==> src/rtl/fetch_pkg.sv <==
// Shared types and constants for the fetch unit.
package fetch_pkg;
  // IDLE: nothing outstanding. WAIT: response will be queued. DROP: response will be discarded.
  typedef enum logic [1:0] {IDLE, WAIT, DROP} state_t;
  localparam int unsigned PC_STEP = 2;
endpackage

==> src/rtl/fetch_fifo.sv <==
// Circular buffer of {instruction, pc} pairs with flush; pointers wrap naturally (DEPTH is a power of two).
module fetch_fifo #(
  parameter int WIDTH = 16,
  parameter int DEPTH = 4
) (
  input  logic                   clk,
  input  logic                   rst,
  input  logic                   i_push,
  input  logic                   i_pop,
  input  logic                   i_flush,
  input  logic [2*WIDTH-1:0]     i_data,
  output logic [2*WIDTH-1:0]     o_data,
  output logic [$clog2(DEPTH):0] o_count,
  output logic                   o_full,
  output logic                   o_empty
);
  localparam int AW = $clog2(DEPTH);
  localparam int CW = AW + 1;

  logic [2*WIDTH-1:0] r_mem [DEPTH];
  logic [AW-1:0]      r_wr, r_rd;
  logic [CW-1:0]      r_cnt;

  // Storage write; contents need no reset since count gates visibility.
  always_ff @(posedge clk) begin
    if (i_push) r_mem[r_wr] <= i_data;
  end

  // Pointer and occupancy tracking; flush empties the queue in one cycle.
  always_ff @(posedge clk) begin
    if (rst || i_flush) begin
      r_wr  <= '0;
      r_rd  <= '0;
      r_cnt <= '0;
    end else begin
      if (i_push) r_wr <= r_wr + AW'(1);
      if (i_pop)  r_rd <= r_rd + AW'(1);
      r_cnt <= r_cnt + CW'(i_push) - CW'(i_pop);
    end
  end

  assign o_data  = r_mem[r_rd];
  assign o_count = r_cnt;
  assign o_full  = (r_cnt == CW'(DEPTH));
  assign o_empty = (r_cnt == '0);
endmodule

==> src/rtl/fetch_queue.sv <==
// Fetch unit: one outstanding memory request, decoupling queue to decode, redirect/halt, sticky error.
module fetch_queue
  import fetch_pkg::*;
#(
  parameter int               WIDTH    = 16,
  parameter int               DEPTH    = 4,
  parameter logic [WIDTH-1:0] RESET_PC = '0
) (
  input  logic             clk,
  input  logic             rst,
  output logic             memReq,
  output logic [WIDTH-1:0] memAddr,
  input  logic             memAck,
  input  logic             memDone,
  input  logic [WIDTH-1:0] memData,
  output logic [WIDTH-1:0] instruction,
  output logic [WIDTH-1:0] pc,
  output logic [WIDTH-1:0] incPC,
  output logic             instrValid,
  input  logic             instrReady,
  input  logic             redirect,
  input  logic [WIDTH-1:0] redirectPC,
  input  logic             halt,
  output logic             err
);
  localparam int CW = $clog2(DEPTH) + 1;

  state_t             r_state, w_state_nx;
  logic [WIDTH-1:0]   r_fetch_pc, r_tag;
  logic               r_err;
  logic [WIDTH:0]     w_pc_sum;
  logic [CW-1:0]      w_count;
  logic               w_full, w_empty, w_push, w_pop, w_room, w_accept;
  logic [2*WIDTH-1:0] w_head;

  // Redirect wins over both queue ports; reset hides the head from decode.
  assign instrValid = ~rst & ~w_empty;
  assign w_pop      = instrValid & instrReady & ~redirect;
  assign w_push     = (r_state == WAIT) & memDone & ~redirect;
  // Room after this cycle's push: count+1-pop < DEPTH, rewritten without the subtraction.
  assign w_room     = w_pop | (w_count < CW'(DEPTH - 1));
  assign w_accept   = memReq & memAck;
  assign w_pc_sum   = {1'b0, r_fetch_pc} + (WIDTH+1)'(PC_STEP);

  // Next state and request strobe; defaults first, reset forces the request low.
  always_comb begin
    w_state_nx = r_state;
    memReq     = 1'b0;
    case (r_state)
      IDLE: begin
        memReq = ~halt & ~redirect & ~w_full;
        if (memReq && memAck) w_state_nx = WAIT;
      end
      WAIT: begin
        if (redirect) begin
          w_state_nx = memDone ? IDLE : DROP;
        end else if (memDone) begin
          memReq     = ~halt & w_room;
          w_state_nx = (memReq && memAck) ? WAIT : IDLE;
        end
      end
      DROP: if (memDone) w_state_nx = IDLE;
      default: w_state_nx = IDLE;
    endcase
    if (rst) memReq = 1'b0;
  end

  // State, fetch address, in-flight tag and sticky error.
  always_ff @(posedge clk) begin
    if (rst) begin
      r_state    <= IDLE;
      r_fetch_pc <= RESET_PC;
      r_tag      <= '0;
      r_err      <= 1'b0;
    end else begin
      r_state <= w_state_nx;
      if (redirect) begin
        r_fetch_pc <= {redirectPC[WIDTH-1:1], 1'b0};
        if (redirectPC[0]) r_err <= 1'b1;
      end else if (w_accept) begin
        r_fetch_pc <= w_pc_sum[WIDTH-1:0];
        r_tag      <= r_fetch_pc;
        if (w_pc_sum[WIDTH]) r_err <= 1'b1;
      end
    end
  end

  fetch_fifo #(.WIDTH(WIDTH), .DEPTH(DEPTH)) u_fifo (
    .clk     (clk),
    .rst     (rst),
    .i_push  (w_push),
    .i_pop   (w_pop),
    .i_flush (redirect),
    .i_data  ({memData, r_tag}),
    .o_data  (w_head),
    .o_count (w_count),
    .o_full  (w_full),
    .o_empty (w_empty)
  );

  assign memAddr     = r_fetch_pc;
  assign instruction = w_head[2*WIDTH-1:WIDTH];
  assign pc          = w_head[WIDTH-1:0];
  assign incPC       = pc + WIDTH'(PC_STEP);
  assign err         = r_err;
endmodule

==> config.mk <==
export PLATFORM = sky130hd
export DESIGN_NAME = fetch_queue
export DESIGN_NICKNAME = d
export VERILOG_FILES = /design/src/rtl/fetch_pkg.sv /design/src/rtl/fetch_fifo.sv /design/src/rtl/fetch_queue.sv
export SDC_FILE = /design/constraint.sdc
export NUM_CORES = 1
export LEC_CHECK = 0
export CORE_AREA = 2 2 99 149
export CTS_BUF_LIST = sky130_fd_sc_hd__clkbuf_2 sky130_fd_sc_hd__clkbuf_4 sky130_fd_sc_hd__clkbuf_8
export DETAILED_ROUTE_END_ITERATION = 6
export DIE_AREA = 0 0 101 151
export PLACE_DENSITY = 0.78
export SYNTH_ARGS = -nofsm -noshare
export SYNTH_HDL_FRONTEND = slang
export SYNTH_SLANG_ARGS = --single-unit
==> constraint.sdc <==
create_clock -name clk -period 4.35 [get_ports clk]
set_clock_uncertainty 0.1 [all_clocks]
set_input_delay 1.305 -clock clk [delete_from_list [all_inputs] [get_ports clk]]
set_output_delay 1.305 -clock clk [all_outputs]
set_load 0.1 [all_outputs]
==> flow_summary.json, run 1 <==
{
  "syn_to_final_growth_pct": 27.2,
  "cts_buffer_depth": 2,
  "finalHoldViolCount": 0,
  "setup_ws_ns": 0.133,
  "cts_htree_levels": 4,
  "drt_iter0_markers": 178,
  "drt-total-wl_um": 13500,
  "ant_nets": 0,
  "synth_xor_area_frac": 0.0244,
  "critPathSlowestCell": "clkdlybuf4s50_1",
  "via_per_inst": 5.49,
  "final_area_sq_um": 8670,
  "crit_chain": "clkdlybuf4s50_1 > nor4bb_2 > buf_4 > o211ai_4 > a21oi_2 > buf_12",
  "synth_most_common_cell": "edfxtp_1",
  "power.density_nw_per_um2": 346,
  "outcome": "complete, no violations",
  "final-max-slew-violation-count": 0,
  "synth_top_area_share": 0.546,
  "min_path_type": "flip-flop to flip-flop",
  "portBuffers": 102,
  "critical_path.max_stage_delay_ns": 0.50,
  "finalCritPeriodShare": 0.969,
  "drc": 0,
  "cp-end-kind": "output port",
  "fmax_ghz": 0.237,
  "num_rows": 53,
  "yosys-top-cells-count": "edfxtp_1, nand2_1, dfxtp_1",
  "dieArea_sq_um": 15300,
  "placeableCoreArea_sq_um": 13900,
  "p_leak_nw": 2.94,
  "initial_core_util": 0.490,
  "peakVddDrop_v": 0.000208,
  "nFillCells": 1050,
  "tritoncts": "built",
  "worstSetupStartpointType": "primary input",
  "critical_path_class": "primary input to output port",
  "final_nets": 615,
  "cts.clk_slew.worst_paths_ns": 0.08,
  "cp.required_ns": 2.94,
  "yosys-top-cells-area": "edfxtp_1, dfxtp_1, mux4_2",
  "antenna_cells": 0,
  "rsz0062_at_grt": "no",
  "hpwl_um": 9250,
  "yosys_warnings": 0,
  "postCtsSetupBuffers": 0,
  "avgSynthCellArea_sq_um": 15.2,
  "synthMuxAreaShare": 0.116,
  "cts_sinks": 166,
  "cts_buffers": 17,
  "multiInputGateArea_sq_um": 2160,
  "maxSlewHeadroom": 0.345,
  "yosys.area_share.simple": 0.0895,
  "syn_area_sq_um": 6820,
  "tns_ns": 0,
  "grt_pass1_wl_um": 21400,
  "synth-edff-count": 124,
  "vias": 4088,
  "crit_fanout": 9,
  "grt_pass1_vias": 4256,
  "synth_ff_type": "edfxtp_1",
  "dieWidth_um": 101,
  "finalSetupViolCount": 0,
  "routedWlPerCell_um": 18.1,
  "synth_area_leader_cell": "edfxtp_1",
  "synth_seq_cells": 166,
  "tightest_slew_ns": 0.980,
  "place_area_sq_um": 8290,
  "gr-total-overflow": 0,
  "worstPathArrival_ns": 2.81,
  "dp_worst_setup_slack_ns": 0.126,
  "first_pass_iters": 4,
  "synth_top_family_by_area": "multiplexers",
  "drive_above_1_share": 0.261,
  "synthAdderAreaFrac": 0.0194,
  "track_usage": 0.186,
  "dpl.cell_count": 712,
  "die_y_um": 151,
  "synth_compound_gate_area_share": 0.0528,
  "synthCells": 449,
  "async_reset_ff_frac": 0,
  "io_pins": 106,
  "regArea_sq_um": 4570,
  "clk-insertion-delay-late_ns": 0.44,
  "final-instance-count-excl-fill": 744,
  "ys_types": 55,
  "clock-root-buffer": "clkbuf_8",
  "period_needed_ns": 4.22,
  "antenna_found_initial": 0,
  "max_cap_viol_count": 0,
  "yosysSeqAreaShare": 0.669,
  "grt_max_degree": 38,
  "place.gp.congestion": 0.841
}
==> kinds of logic (layout without fill, tap and decap cells) <==
| group | count (synthesis) | count (layout) |
|---|---|---|
| flip-flops | 166 | 166 |
| AND/OR/NAND/NOR | 125 | 125 |
| AO/OA/AOI/OAI | 50 | 50 |
| multiplexers | 40 | 40 |
| buffers and inverters | 38 | 166 |
| XOR/XNOR | 19 | 19 |
| adder cells (fa/ha/maj) | 10 | 10 |
| other | 1 | 3 |
==> final cells by class <==
class	instances	share of cell area
Tap cell	165	0.0238
Clock inverter	14	0.0144
Multi-Input combinational cell	247	0.249
Inverter	16	0.00693
Sequential cell	166	0.527
Clock buffer	18	0.0278
Timing Repair Buffer	118	0.151
==> final timing paths <==
| kind | from | end | slack, ns | cells after the start |
|---|---|---|---|---|
| hold / removal | r_tag[14] | r_tag[14] | 0.40 | 2 |
| setup reg to reg | r_state[1] | memAddr[7] | 1.86 | 7 |
| hold reg to reg | r_tag[14] | r_tag[14] | 0.40 | 2 |
| setup / recovery | memDone | memReq | 0.13 | 6 |
==> what timing repair did <==
| action | 4_1_cts | 5_1_grt |
|---|---|---|
| gates resized for setup | 1 | 2 |
| hold buffers | 0 | 0 |
| endpoints found under the setup margin | 4 | 4 |
==> worst max-delay path: cells and delay by family <==
kind            cells  cell delay, ns
compound gates      2            0.29
buf+inv             3            0.92
simple gates        1            0.30
==> metal layers <==
| layer | vias to the layer above | routed length, um | global-route usage |
|---|---|---|---|
| met5 | - | 0 | 0 |
| met4 | 0 | 244 | 0.0689 |
| met3 | 18 | 751 | 0.0425 |
| met2 | 145 | 7130 | 0.327 |
| met1 | 2001 | 5350 | 0.222 |
| li1 | 1924 | - | - |
==> sequential cells by signal, indices dropped and copies added, names as in the netlist, named ones only <==
register	count
u_fifo.r_rd	2
memAddr	15
u_fifo.r_wr	2
u_fifo.r_mem	124
r_state	2
err	1
u_fifo.o_count	3
r_tag	15
==> cell usage in the layout, fill, tap and decap left out, drive strengths merged, types with 2 or more instances in the layout <==
cell           synthesis  final
a2111oi                2      2
a211oi                 4      4
a21o                   2      2
a21oi                 24     24
a221o                  3      3
a22oi                  3      3
and2                   6      6
and3                   4      4
and4                   2      2
buf                   13     64
clkbuf                 9     18
clkdlybuf4s50          0     54
clkinv                 0      3
clkinvlp               0      5
conb                   1      3
dfxtp                 42     42
edfxtp               124    124
ha                     9      9
inv                   16     21
mux2                   4      4
mux2i                  5      5
mux4                  31     31
nand2                 45     45
nand2b                 3      3
nand3                 10     10
nand3b                 3      3
nand4                  2      2
nor2                  27     27
nor3                   7      7
nor3b                  4      4
nor4                   2      2
o211ai                 2      2
o21ai                  4      4
o311ai                 2      2
or2                    4      4
xnor2                 11     11
xor2                   8      8
==> where the power goes <==
| group | internal, W | leakage (nW) | total (W) | switching (W) |
|---|---|---|---|---|
| clock | 0.000462 | 0.174 | 0.00102 | 0.000555 |
| sequential | 0.00171 | 1.49 | 0.00173 | 0.0000207 |
| combinational | 0.0000844 | 1.28 | 0.000258 | 0.000174 |
| total | 0.00225 | 2.94 | 0.00300 | 0.000750 |
==> stage by stage <==
| stage | total power [W] | hold WS [ns] | util |
|---|---|---|---|
| after floorplan | 0.00193 | 0.360 | - |
| after global placement | 0.00202 | 0.372 | 0.596 |
| after detailed placement | 0.00202 | 0.394 | 0.596 |
| after CTS | 0.00303 | 0.405 | 0.622 |
| after global routing | 0.00310 | 0.427 | 0.623 |
| final | 0.00300 | 0.403 | 0.623 |
Note: power is estimated with default switching activity, not from simulation.
==> run 2, diff against run 1 <==
--- a/config.mk
+++ b/config.mk
@@ -9,6 +9,7 @@
 export CTS_BUF_LIST = sky130_fd_sc_hd__clkbuf_2 sky130_fd_sc_hd__clkbuf_4 sky130_fd_sc_hd__clkbuf_8
 export DETAILED_ROUTE_END_ITERATION = 6
 export DIE_AREA = 0 0 101 151
+export GPL_TIMING_DRIVEN = 0
 export PLACE_DENSITY = 0.78
 export SYNTH_ARGS = -nofsm -noshare
 export SYNTH_HDL_FRONTEND = slang
==> run 2 against run 1 <==
Compared with the run above: final area down 1.5%; critical path depth unchanged; total power decreased by 1.3%; sequential power about the same; via count grew 1.9%; sequential share of layout area increased by 0.76 points; combinational power barely moved; critical path type unchanged; critical endpoint is now instrValid; highest routed layer unchanged.
==> flow_summary.json, run 2 (synthesis results as in run 1) <==
{
  "outcome": "complete, no violations",
  "first_pass_iters": 4,
  "worstPathArrival_ns": 2.86,
  "num_rows": 53,
  "hold_buffers": 0,
  "grtUsageMet2": 0.350,
  "critPathSlowestCell": "clkdlybuf4s50_1",
  "share_comb_of_total_power": 0.087,
  "power.density_nw_per_um2": 347,
  "grt_pass1_wl_um": 21800,
  "clock-root-buffer": "clkbuf_8",
  "finalSetupViolCount": 0,
  "p_leak_nw": 2.92,
  "rsz0062_at_grt": "yes",
  "cts_htree_levels": 4,
  "nFillCells": 1037,
  "pwr-share-clk": 0.331,
  "tightest_slew_ns": 1.03,
  "place.gp.congestion": 0.878,
  "finalHoldViolCount": 0,
  "finalCritPeriodShare": 0.980,
  "cp.required_ns": 2.94,
  "drc": 0,
  "max_cap_viol_count": 0,
  "critical_path.max_stage_delay_ns": 0.48,
  "peakVddDrop_v": 0.000215,
  "drt_iter0_markers": 163,
  "track_usage": 0.191,
  "timing.hold.ws_ns": 0.403,
  "final_area_sq_um": 8540,
  "portBuffers": 102,
  "period_needed_ns": 4.26,
  "cpMostUsedCell": "buf_4",
  "gr-total-overflow": 0,
  "routedWlPerCell_um": 18.7,
  "fmax_ghz": 0.235,
  "via_per_inst": 5.55,
  "final-max-slew-violation-count": 0,
  "syn_to_final_growth_pct": 25.2,
  "min_path_type": "flip-flop to flip-flop",
  "dieWidth_um": 101,
  "ant_nets": 0,
  "worstSetupStartpointType": "primary input",
  "critical_path_class": "primary input to output port",
  "final_common_cell": "edfxtp_1",
  "cts_buffers": 17,
  "tritoncts": "built",
  "crit_chain": "clkdlybuf4s50_1 > clkbuf_2 > clkbuf_4 > buf_4 > nor2_2 > buf_4",
  "final_cell_mix": "edfxtp_1, clkdlybuf4s50_1, nand2_1",
  "holdPathStages": 2,
  "crit_fanout": 10,
  "grt_use_met3": 0.0494,
  "final_nets": 622,
  "clk-insertion-delay-late_ns": 0.45,
  "vias": 4166,
  "dpl.cell_count": 718,
  "p_sw_w": 0.000772,
  "cts_buffer_depth": 2,
  "final-instance-count-excl-fill": 751,
  "reg2reg_depth": 7,
  "placeableCoreArea_sq_um": 13900,
  "place_area_sq_um": 8140,
  "largest_register_ffs": 124,
  "initial_core_util": 0.490,
  "hpwl_um": 9670,
  "p_int_w": 0.00219,
  "dieArea_sq_um": 15300,
  "die_y_um": 151,
  "grt_max_degree": 32,
  "drt-total-wl_um": 14000,
  "grt_pass1_vias": 4207,
  "antenna_found_initial": 0,
  "tns_ns": 0,
  "power_w": 0.00296,
  "regMostFlops": "u_fifo.r_mem",
  "p_sw_frac": 0.260,
  "cts_sinks": 166,
  "maxSlewHeadroom": 0.312,
  "cts.clk_slew.worst_paths_ns": 0.08,
  "busiest_layer": "met2",
  "p_seq_frac": 0.582,
  "cp-end-kind": "output port",
  "antenna_cells": 0,
  "drive_above_1_share": 0.229,
  "grtUsageMet1": 0.216,
  "io_pins": 106
}
[run 2: cell count changes in the layout (fill, tap and decap cells not counted), moves of 4 or more]
cell and change:
buf_12 -23, clkdlybuf4s50_1 +12, clkbuf_1 +6, dlygate4sd2_1 +6, buf_2 +4, dlymetal6s2s_1 +7
and2_2 +4, clkbuf_4 +5, and2_1 -4, clkinv_4 +4, buf_4 -29, clkdlybuf4s15_2 +13
[run 2: worst paths after layout]
path | start | endpoint | slack, ns
setup / recovery | rst | instrValid | 0.09
hold / removal | r_tag[8] | r_tag[8] | 0.40
setup reg to reg | u_fifo.o_count[2] | memAddr[13] | 1.92
hold reg to reg | r_tag[8] | r_tag[8] | 0.40
[run 2: timing repair]
action | CTS | global route
resized for setup | 104 | 23
endpoints found under the setup margin | 29 | 27
pin swaps | 0 | 1
setup buffers | 0 | 1
[run 2: per-stage QoR]
| stage | util | setup slack, ns |
|---|---|---|
| detailed placement | 0.584 | -1.38 |
| global route | 0.613 | 0.00238 |
| global placement | 0.584 | -1.41 |
| floorplan | - | -0.330 |
| CTS | 0.609 | 0.00136 |
| finish | 0.613 | 0.0860 |
[run 2: power by group through the flow]
stage               clock network [W]  registers (W)   logic, W
floorplan                           0        0.00183  0.0000980
global route                  0.00106        0.00173   0.000269
global placement                    0        0.00176   0.000253
finish                       0.000980        0.00173   0.000258
detailed placement                  0        0.00176   0.000256
CTS                          0.000998        0.00173   0.000257
[run 2: layout make-up]
type,instances,area (sq um),share of cell area
Inverter,16,60.1,0.00703
Sequential cell,166,4560,0.534
Multi-Input combinational cell,247,2180,0.255
Buffer,22,141,0.0166
Tap cell,165,206,0.0242
Clock inverter,15,121,0.0142
Timing Repair Buffer,103,1040,0.122
Clock buffer,17,234,0.0274
[run 2: metal layers]
layer,wire (um),share of wire
met1,5470,0.39
met2,7610,0.54
met3,785,0.056
met4,161,0.011
met5,0,0
[run 2: critical path: cells and delay by family]
family / cells / cell delay (ns)
buffers and inverters: 5 / 1.49
and+or+nand+nor: 1 / 0.06
==> patch 1, RTL diff (config.mk and constraints of run 1) <==
Put one more register stage on the output `err`, with the module's reset. The value now appears one clock later. The other outputs are not delayed to match.
--- a/src/rtl/fetch_queue.sv
+++ b/src/rtl/fetch_queue.sv
@@ -104,3 +104,9 @@
   assign incPC       = pc + WIDTH'(PC_STEP);
-  assign err         = r_err;
+  always_ff @(posedge clk) begin
+    if (rst) begin
+      err <= '0;
+    end else begin
+      err <= r_err;
+    end
+  end
 endmodule
Function: changed (a bounded check fails within 4 cycles, from zero or initial values and one cycle with rst high).
==> patch 1 against run 1 <==
- fmax up 0.59%
- wire length up 6.0%
- power up 6.6%
- area after synthesis up 0.92%
- setup slack better by 0.025 ns
- synthesized cell count up 4.9%
- sequential cell count up 1
- global-route usage up 0.84 points
- non-clock buffer count up 1
- cell area up 2.6%
- utilization up 1.6 points
- clock power up 9%
- highest routed layer unchanged
==> patch 1: results (changes against run 1) <==
numCtsBuffers: 17  # unchanged
grtUsageMet1_pct: 22.55  # +0.35 points
worstPathMaxFanout: 4  # -5
grt_usage_pct: 19.42  # +0.84 points
power_leakage_nw: 3.028  # +3.0%
tightestPinTransition_ns: 0.9925  # +0.01263 ns
synthTopCellsByArea: "edfxtp_1 54%, dfxtp_1 13%, mux4_2 10%"
grt_first_pass_wirelength_um: 22400  # +4.9%
p_int_mw: 2.375  # +5.5%
synth_seq_area_share_pct: 66.61  # -0.32 points
drt_iter0_markers: 212  # +19%
worstReg2RegStart: "u_fifo.o_count[1]$_SDFF_PP0_"
dpl.hpwl_um: 9884  # +6.8%
wire_per_inst_um: 18.72  # +3.4%
met2_usage_pct: 35.17  # +2.5 points
startpoint: "redirect"
grtUsageMet3_pct: 4.199  # -0.046 points
gp_congestion: 0.8790  # +4.5%
arrival_ns: 2.79  # -0.02 ns
cts_resized: 0  # -1
grt_pass1_vias: 4422  # +3.9%
outcome: "finished, final reports clean"
dp_slack_ns: 0.08782  # -0.03776 ns
nNetsFinal: 634  # +3.1%
avgViaCountPerCell: 5.592  # +1.8%
patch 1: cell families (layout without fill, tap and decap cells):
| logic type | after synthesis | count (layout) | synth area share, % |
|---|---|---|---|
| flops | 167 | 167 | 66.61 |
| simple gates | 132 | 132 | 9.235 |
| compound gates | 68 | 68 | 6.217 |
| buf+inv | 41 | 166 | 3.072 |
| mux | 34 | 34 | 10.60 |
| xor+xnor | 18 | 18 | 2.290 |
| fa+ha+maj | 10 | 10 | 1.927 |
| other cells | 1 | 3 | 0.05448 |
patch 1: metrics by stage:
step           instance area, um2  utilization [%]  cells
2_1_floorplan                7038                -    473
3_3_place_gp                 8469            60.82    731
3_5_place_dp                 8469            60.82    731
4_1_cts                      8876            63.74    763
5_1_grt                      8900            63.91    763
6_report                     8900            63.91    763
patch 1: metal layers:
| metal | up-vias | share of wire (%) |
|---|---|---|
| met5 | - | 0 |
| met3 | 19 | 5.0 |
| met4 | 0 | 1.8 |
| met1 | 2081 | 40 |
| met2 | 163 | 54 |
| li1 | 2004 | - |
patch 1: power groups by stage:
stage	clock network [mW]	logic (mW)	registers, mW
6_report	1.11	0.352	1.74
5_1_grt	1.19	0.366	1.74
4_1_cts	1.13	0.352	1.73
3_5_place_dp	0	0.351	1.77
3_3_place_gp	0	0.345	1.77
2_1_floorplan	0	0.169	1.83
patch 1: area by class of cell:
type / count / area, um2
sequential: 167 / 4586
multi-input combinational: 265 / 2266
clock buffer: 19 / 261.5
clock inverter: 13 / 145.1
inverter: 15 / 56.30
tap: 165 / 206.4
fill: 1021 / 5026
timing repair buffer: 119 / 1379
patch 1: final timing paths:
| check | end | depth (start not counted) | slack (ns) |
|---|---|---|---|
| worst max-delay path | memReq | 6 | 0.16 |
| worst min-delay path | err$_SDFF_PP0_ | 1 | 0.38 |
| worst max register to register | memAddr[11]$_SDFFE_PP0P_ | 7 | 1.77 |
| worst min register to register | err$_SDFF_PP0_ | 1 | 0.38 |
patch 1: worst register-to-register path, delay by kind of cell, from the launching register on:
kind,cells,cell delay (ns)
buffers and inverters,1,0.27
flip-flops,1,0.42
AND/OR/NAND/NOR,1,0.39
adder cells (fa/ha/maj),1,0.17
AO/OA/AOI/OAI,4,1.16
==> patch 2, RTL diff (config.mk and constraints of run 1) <==
Made on the original files. `DEPTH` is set to 4 in 2 places; all go to 2.
--- a/src/rtl/fetch_fifo.sv
+++ b/src/rtl/fetch_fifo.sv
@@ -3,3 +3,3 @@
   parameter int WIDTH = 16,
-  parameter int DEPTH = 4
+  parameter int DEPTH = 2
 ) (
--- a/src/rtl/fetch_queue.sv
+++ b/src/rtl/fetch_queue.sv
@@ -5,3 +5,3 @@
   parameter int               WIDTH    = 16,
-  parameter int               DEPTH    = 4,
+  parameter int               DEPTH    = 2,
   parameter logic [WIDTH-1:0] RESET_PC = '0
Function: changed (a bounded check fails within 4 cycles, from zero or initial values and one cycle with rst high).
==> patch 2 against run 1 <==
- utilization is 18 points lower
- critical path depth is 1 higher
- power is 36% lower
- combinational power is 22% higher
- sequential cell count is 66 lower
- cell area is 30% lower
- area after synthesis is 35% lower
- setup slack better by 0.11 ns
- wire length is 26% lower
- global-route usage is 5.1 points lower
- largest cell class unchanged
==> patch 2: results (changes against run 1) <==
avgViaCountPerCell: 4.989  # -9.2%
inverters: 9  # -7
grt_max_degree: 49  # +29%
synthCells: 379  # -16%
regMostFlops: "u_fifo.r_mem"
multi_input_area_um2: 1862  # -14%
num_vias: 3263  # -20%
yosysUniqueCellTypes: 54  # -1.8%
grt_usage_pct: 13.45  # -5.1 points
clkSlewWorstSetupHoldPaths_ns: 0.10  # +0.02 ns
synthTopCellsByArea: "edfxtp_1 42%, dfxtp_1 17%, mux2_2 7.4%"
ctsHtreeMaxLevel: 3  # -1
fin_ws_ns: 0.2399  # +0.1066 ns
synth_edf_count: 62  # -50%
slew_headroom_pct: 34.05  # -0.42 points
dpl.hpwl_um: 7125  # -23%
yosys-top-cells-count: "62 x edfxtp_1, 51 x nand2_1, 38 x dfxtp_1"
diodes: 0  # unchanged
critPathKind: "primary input to output pin"
synth_compound_area_share_pct: 10.75  # +5.5 points
gp_congestion: 0.8324  # -1.0%
wire_per_inst_um: 15.32  # -15%
dpl_cell_area_um2: 5881  # -29%
grt_first_pass_wirelength_um: 16140  # -24%
outcome: "finished, final reports clean"
buffers: 113  # -4.2%
synth_warnings: 0  # unchanged
hold_ws_ns: 0.3697  # -0.03293 ns
synth_xor_area_share_pct: 3.169  # +0.73 points
n_sequential_cell: 100  # -40%
dp.cells: 637  # -11%
cts_root_buf: "clkbuf_8"
layout.nonclk_buf_share_pct: 19.29  # +4.2 points
cts_resized: 0  # -1
switching_share_pct: 29.99  # +5.0 points
clk_share_pct: 3.099  # -1.1 points
clk_latency_ns: 0.37  # -0.07 ns
reg2reg_slack_ns: 2.02  # +0.16 ns
ir_worst_vdd_mv: 0.1396  # -33%
nNetsFinal: 527  # -14%
final_util_pct: 43.78  # -18 points
drt_iter0_markers: 120  # -33%
hold_class: "flip-flop to flip-flop"
worstPathMaxFanout: 2  # -7
arrival_ns: 2.71  # -0.10 ns
power_leakage_nw: 2.071  # -30%
drtPass1Iterations: 4  # unchanged
nMultiInputCombCells: 251  # +1.6%
yosys.area_share.adder_pct: 1.132  # -0.81 points
numCtsBuffers: 9  # -8
synth_mux_area_share_pct: 8.404  # -3.2 points
fillers: 1291  # +23%
drive_above_1_share_pct: 27.40  # +1.3 points
core_um2: 13930  # unchanged
regArea_um2: 2626  # -43%
synth_seq_area_share_pct: 59.31  # -7.6 points
cts_max_path_buffers: 2  # unchanged
dp_slack_ns: 0.02731  # -0.09827 ns
largest_reg_flops: 62  # -50%
==> patch 2: changes by cell type after synthesis, sizes merged, moves of 8 or more <==
| cell | delta |
|---|---|
| inv | -8 |
| nor2 | -10 |
| edfxtp | -62 |
| mux2 | +26 |
| a21oi | +10 |
| mux4 | -31 |
==> patch 2: worst paths after layout <==
kind                                  end                    start  cells after the start
max                                memReq               instrReady                      7
max reg2reg      memAddr[11]$_SDFFE_PP0P_  r_state[1]$_SDFFE_PP0P_                      6
min reg2reg  u_fifo.r_mem[1][3]$_DFFE_PP_    r_tag[3]$_SDFFE_PP0P_                      0
min          u_fifo.r_mem[1][3]$_DFFE_PP_    r_tag[3]$_SDFFE_PP0P_                      0
==> patch 2: cell families after synthesis <==
kind of cell             count (synthesis)
AND/OR/NAND/NOR                        121
flip-flops                             100
AO/OA/AOI/OAI                           74
multiplexers                            33
buffers and inverters                   30
XOR/XNOR                                16
adder cells (fa/ha/maj)                  4
other                                    1
==> patch 2: power by group through the flow <==
| stage | sequential, mW | combinational, mW | clock [mW] |
|---|---|---|---|
| 4_1_cts | 1.03 | 0.314 | 0.592 |
| 3_3_place_gp | 1.05 | 0.309 | 0 |
| 5_1_grt | 1.04 | 0.328 | 0.633 |
| 3_5_place_dp | 1.05 | 0.313 | 0 |
| 6_report | 1.03 | 0.315 | 0.572 |
| 2_1_floorplan | 1.12 | 0.149 | 0 |
==> patch 2: worst max-delay path, cell delays in order <==
cell	delay (ns)
clkdlybuf4s50_1	0.46
nor3b_2	0.20
nor2_1	0.09
nor2_1	0.14
a21oi_2	0.09
nor3_4	0.22
buf_12	0.20
==> patch 2: layer usage <==
layer	track usage [%]	wire length [um]
met5	0	0
met4	4.459	155
met3	3.461	535
met2	23.53	5228
met1	15.97	4100
